File: src/rtl/ser_pkg.sv
// Shared definitions for the parallel-in / serial-out bit serializer.
package ser_pkg;

  // State encoding is fixed so that an unused code (2'b11) is easy to spot.
  typedef enum logic [1:0] {
    IDLE  = 2'b00,
    SHIFT = 2'b01,
    GAP   = 2'b10
  } ser_state_t;

  // Counter width able to hold values 0..n-1; never narrower than one bit.
  function automatic int cnt_w(input int n);
    return (n <= 1) ? 1 : $clog2(n);
  endfunction

  localparam int SER_WIDTH_DEF = 8;
  localparam int SER_GAP_DEF   = 0;

endpackage

File: src/rtl/piso_bit_serializer.sv
// Parallel-in / serial-out bit serializer feeding single-bit sequence detectors.
//
//   state | meaning
//   ------+---------------------------------------------------------------
//   IDLE  | no word in flight; din_ready=1, sout held at IDLE_BIT
//   SHIFT | one data bit per clock on sout; bit_cnt = index of bit on sout
//   GAP   | post-word idle gap of GAP_CYCLES clocks; din_ready=0
//
// A word is accepted on the edge where din_valid & din_ready; bit 0 of the
// output order is registered on that same edge. With no gap, a new word can
// be accepted on the edge that retires the last bit, giving a bubble-free
// stream.
module piso_bit_serializer
  import ser_pkg::*;
#(
  parameter int   WIDTH      = SER_WIDTH_DEF,
  parameter bit   MSB_FIRST  = 1'b1,
  parameter logic IDLE_BIT   = 1'b0,
  parameter int   GAP_CYCLES = SER_GAP_DEF
) (
  input  logic             clk,
  input  logic             rst,
  input  logic [WIDTH-1:0] din,
  input  logic             din_valid,
  output logic             din_ready,
  output logic             sout,
  output logic             sout_valid,
  output logic             word_done,
  output logic             busy
);

  localparam int BW = cnt_w(WIDTH);
  localparam int GW = cnt_w(GAP_CYCLES + 1);
  localparam logic [BW-1:0] BIT_LAST = BW'(WIDTH - 1);
  localparam logic [GW-1:0] GAP_LAST = GW'((GAP_CYCLES > 0) ? (GAP_CYCLES - 1) : 0);

  ser_state_t       state, state_n;
  logic [WIDTH-1:0] shreg, shreg_n;
  logic [BW-1:0]    bit_cnt, bit_cnt_n, bit_inc;
  logic [GW-1:0]    gap_cnt, gap_cnt_n;
  logic             sout_n, sout_valid_n, word_done_n;
  logic             accept;

  // Ready depends only on registered state (plus reset), never on din_valid.
  assign din_ready = !rst && ((state == IDLE) ||
                              ((state == SHIFT) && (bit_cnt == BIT_LAST) && (GAP_CYCLES == 0)));
  assign busy      = (state != IDLE);
  assign accept    = din_valid && din_ready;
  assign bit_inc   = bit_cnt + 1'b1;

  // Next-state, next-shift-register and next-output decode.
  always_comb begin
    state_n      = IDLE;
    shreg_n      = shreg;
    bit_cnt_n    = '0;
    gap_cnt_n    = '0;
    sout_n       = IDLE_BIT;
    sout_valid_n = 1'b0;
    word_done_n  = 1'b0;

    case (state)
      IDLE: begin
        if (accept) begin
          state_n      = SHIFT;
          sout_valid_n = 1'b1;
          sout_n       = MSB_FIRST ? din[WIDTH-1] : din[0];
          shreg_n      = MSB_FIRST ? (din << 1) : (din >> 1);
        end
      end

      SHIFT: begin
        if (bit_cnt != BIT_LAST) begin
          state_n      = SHIFT;
          bit_cnt_n    = bit_inc;
          sout_valid_n = 1'b1;
          sout_n       = MSB_FIRST ? shreg[WIDTH-1] : shreg[0];
          shreg_n      = MSB_FIRST ? (shreg << 1) : (shreg >> 1);
          word_done_n  = (bit_inc == BIT_LAST);
        end else if (GAP_CYCLES > 0) begin
          state_n = GAP;
        end else if (accept) begin
          state_n      = SHIFT;
          sout_valid_n = 1'b1;
          sout_n       = MSB_FIRST ? din[WIDTH-1] : din[0];
          shreg_n      = MSB_FIRST ? (din << 1) : (din >> 1);
        end
      end

      GAP: begin
        if (gap_cnt != GAP_LAST) begin
          state_n   = GAP;
          gap_cnt_n = gap_cnt + 1'b1;
        end
      end

      default: begin
        state_n = IDLE;
      end
    endcase
  end

  // State, counters, shift register and registered outputs.
  always_ff @(posedge clk) begin
    if (rst) begin
      state      <= IDLE;
      shreg      <= '0;
      bit_cnt    <= '0;
      gap_cnt    <= '0;
      sout       <= IDLE_BIT;
      sout_valid <= 1'b0;
      word_done  <= 1'b0;
    end else begin
      state      <= state_n;
      shreg      <= shreg_n;
      bit_cnt    <= bit_cnt_n;
      gap_cnt    <= gap_cnt_n;
      sout       <= sout_n;
      sout_valid <= sout_valid_n;
      word_done  <= word_done_n;
    end
  end

endmodule

File: config.mk
export PLATFORM = sky130hd
export DESIGN_NAME = piso_bit_serializer
export DESIGN_NICKNAME = d
export VERILOG_FILES = /design/src/rtl/ser_pkg.sv /design/src/rtl/piso_bit_serializer.sv
export SDC_FILE = /design/constraint.sdc
export NUM_CORES = 1
export LEC_CHECK = 0
export BUFFER_PORTS_ARGS = -buffer_cell sky130_fd_sc_hd__clkbuf_2
export CORE_MARGIN = 4
export CORE_UTILIZATION = 52
export DETAILED_ROUTE_END_ITERATION = 10
export PLACE_DENSITY = 0.79
export SLEW_MARGIN = 10
export SYNTH_ARGS = -nofsm -noshare
export SYNTH_HDL_FRONTEND = slang
export SYNTH_SLANG_ARGS = --single-unit
File: constraint.sdc
create_clock -name clk -period 1.7 [get_ports clk]
set_clock_uncertainty 0.05 [all_clocks]
set_input_delay 0.34 -clock clk [delete_from_list [all_inputs] [get_ports clk]]
set_output_delay 0.34 -clock clk [all_outputs]
set_load 0.03 [all_outputs]
==> impl_metrics.csv <==
group,metric,value,unit
global_routing,grt_max_degree,13,
place,place_ws,0.00602,ns
synthesis,synth_top_area_share,41.0,%
setup_path,startpoint_type,"register",
pwr,p_leak,0.495,nW
route,drt_iter0_drc,18,
setup_path,critPathMaxStageDelay,0.36,ns
clock_network,cts_root_buf,"clkbuf_4",
setup_path,path_cells,"ha_4, ha_4, and2b_2, nor2_2, clkbuf_8",
timing,rsz0062_at_grt,"yes",
floorplan,dieArea,2300,sq um
place,dp.cells,118,
clock_network,cts_buffers,3,
setup_path,crit_slowest_cell,"dfxtp_2",
synthesis,synth_fp_nets,100,
pwr,p_per_area,766,nW/um^2
finish,finalNonFillerCells,125,
synthesis,synth_area_per_cell,9.66,sq um
clock_network,cts.sinks,17,
global_routing,track_usage,18.1,%
route,viasPerCell,5.76,
run_status,status,"complete, but fails checks",
global_routing,antenna_found_initial,0,
floorplan,io-pin-count,16,
clock_network,clk_pin_slew,0.10,ns
synthesis,yosysWarnings,0,
run,cap_violations,0,
route,wl_per_cell,14.3,um
finish,area_growth,25.0,%
synthesis,yosysTopAreaCell,"dfxtp_1",
timing,final_max_slew_viol_count,0,
synthesis,synthTopCellsByArea,"dfxtp_1 41%, a211o_1 5.3%, a211oi_1 4.5%",
pwr,peakVddDrop,0.526,mV
route,first_pass_iters,4,
finish,final_cell_area,1040,sq um
place,placedInstanceArea,943,sq um
timing,min_period_over_period,104,%
floorplan,core-area,1510,sq um
finish,drive_above_1_share,38.5,%
global_routing,grt_pass1_wl,2.75,mm
route,via_count,720,
route,wirelength,1.78,mm
route,drc,0,
setup_path,worstPathArrival,1.38,ns
setup_path,crit_buf_inv,1,
place,gp_congestion,0.801,
hold_path,hp-class,"input pin to register",
global_routing,grt_pass1_vias,611,
place,place_hpwl,1.31,mm
route,ant_nets,0,
place,io_buffers,15,
finish,antenna_cells_inserted,0,
finish,fin_nets,124,
setup_path,end_kind,"primary output",
synthesis,synth_async_sr_flop_share,0,%
timing,fin_crit,1.77,ns
timing,setup_ws,-0.0691,ns
setup_path,crit_type,"register to primary output",
synthesis,ys_seq_area_share,41.0,%
setup_path,crit_top_cell,"ha_4",
timing,fmax,565,MHz
finish,final_common_cell,"dfxtp_1",
synthesis,syn_area,831,sq um
finish,finish.utilization,68.9,%
clock_network,cts_tree,"done",
clock_network,clock_latency,0.30,ns
clock_network,clockBufferDepth,2,
clock_network,ctsHoldBuffers,0,
setup_path,critPathRequiredTime,1.31,ns
finish,final_cell_mix,"15 x dfxtp_1, 14 x clkbuf_2, 9 x buf_4",
setup_path,cp_max_fo,2,
timing,hold_viol,0,
timing,final-setup-viol-count,1,
clock_network,ctsHtreeMaxLevel,1,
synthesis,synth_seq_cells,17,
synthesis,ys_types,31,
setup_path,path_delay_family,"flip-flops",
global_routing,overflow,0,
synthesis,synthFlopType,"dfxtp_1",
synthesis,synth_cells,86,
floorplan,die_w,48.0,um
floorplan,initial_core_util,55.1,%
timing,hold-worst-slack,0.243,ns
floorplan,fp.dieH,48.0,um
run_status,violations,"negative setup slack",
synthesis,synth_edf_count,0,
floorplan,fp-row-count,14,
-- path summary, 6_finish.rpt --
kind	startpoint	endpoint	slack, ns	cells past startpoint
max reg2reg	bit_cnt[1]	shreg[5]	0.06	7
max	bit_cnt[0]	din_ready	-0.07	5
min	din[7]	sout	0.24	3
min reg2reg	shreg[0]	shreg[0]	0.42	1
-- layer usage --
metal	global-route usage [%]	share of wire, %	vias up
li1	-	-	359
met1	22.1	44	334
met2	28.0	47	21
met3	4.89	5.8	6
met4	11.3	2.5	0
met5	0	0	-
-- per-stage QoR --
stage	power, mW	setup TNS [ns]
floorplan	0.533	0
global placement	0.569	0
detailed placement	0.573	0
CTS	0.795	-0.0703
global route	0.837	-0.214
finish	0.795	-0.0691
-- synthesized netlist by cell type (2+ instances only) --
cell / n
nor2_1: 4
or2_2: 2
a21oi_1: 2
a211o_1: 5
and2_1: 6
dfxtp_1: 17
a211oi_1: 5
o31a_1: 2
nand3b_1: 5
nor4_1: 2
ha_1: 3
nor3b_1: 4
nor2b_1: 6
o221a_2: 2
buf_2: 3
inv_1: 3
-- tightest hold or removal path, cell delays in order --
cell	delay (ns)
clkbuf_2	0.08
nand3_1	0.07
a21oi_1	0.06
-- power by group --
group          internal [mW]  switching [mW]
logic                 0.0677          0.0660
registers              0.422          0.0185
clock network         0.0915           0.130
-- kinds of logic after synthesis --
logic type / synth area share, %
and+or+nand+nor: 31.3
other: 0.451
AOI/OAI and AO/OA: 17.8
DFF: 41.0
buffers and inverters: 4.97
adders and majority gates: 4.52
-- cell type report --
class / instances / area [sq um]
inverter: 3 / 11.3
tap: 16 / 20.0
multi-input combinational: 61 / 487
fill: 123 / 468
timing repair buffer: 24 / 151
sequential: 17 / 343
clock buffer: 4 / 26.3
-- sequential cells by signal, summed over array words and instances, names as in the netlist --
| name | flops |
|---|---|
| bit_cnt | 3 |
| sout | 1 |
| gap_cnt | 1 |
| shreg | 8 |
| state | 2 |
| word_done | 1 |
| sout_valid | 1 |
-- timing repair --
action / in CTS / in global routing
resized for setup: 9 / 1
setup buffers: 3 / 0
endpoints found under the hold margin: 0 / 0
setup endpoints to repair: 2 / 4
pin swaps: 1 / 0
Note: power is estimated with default switching activity, not from simulation.
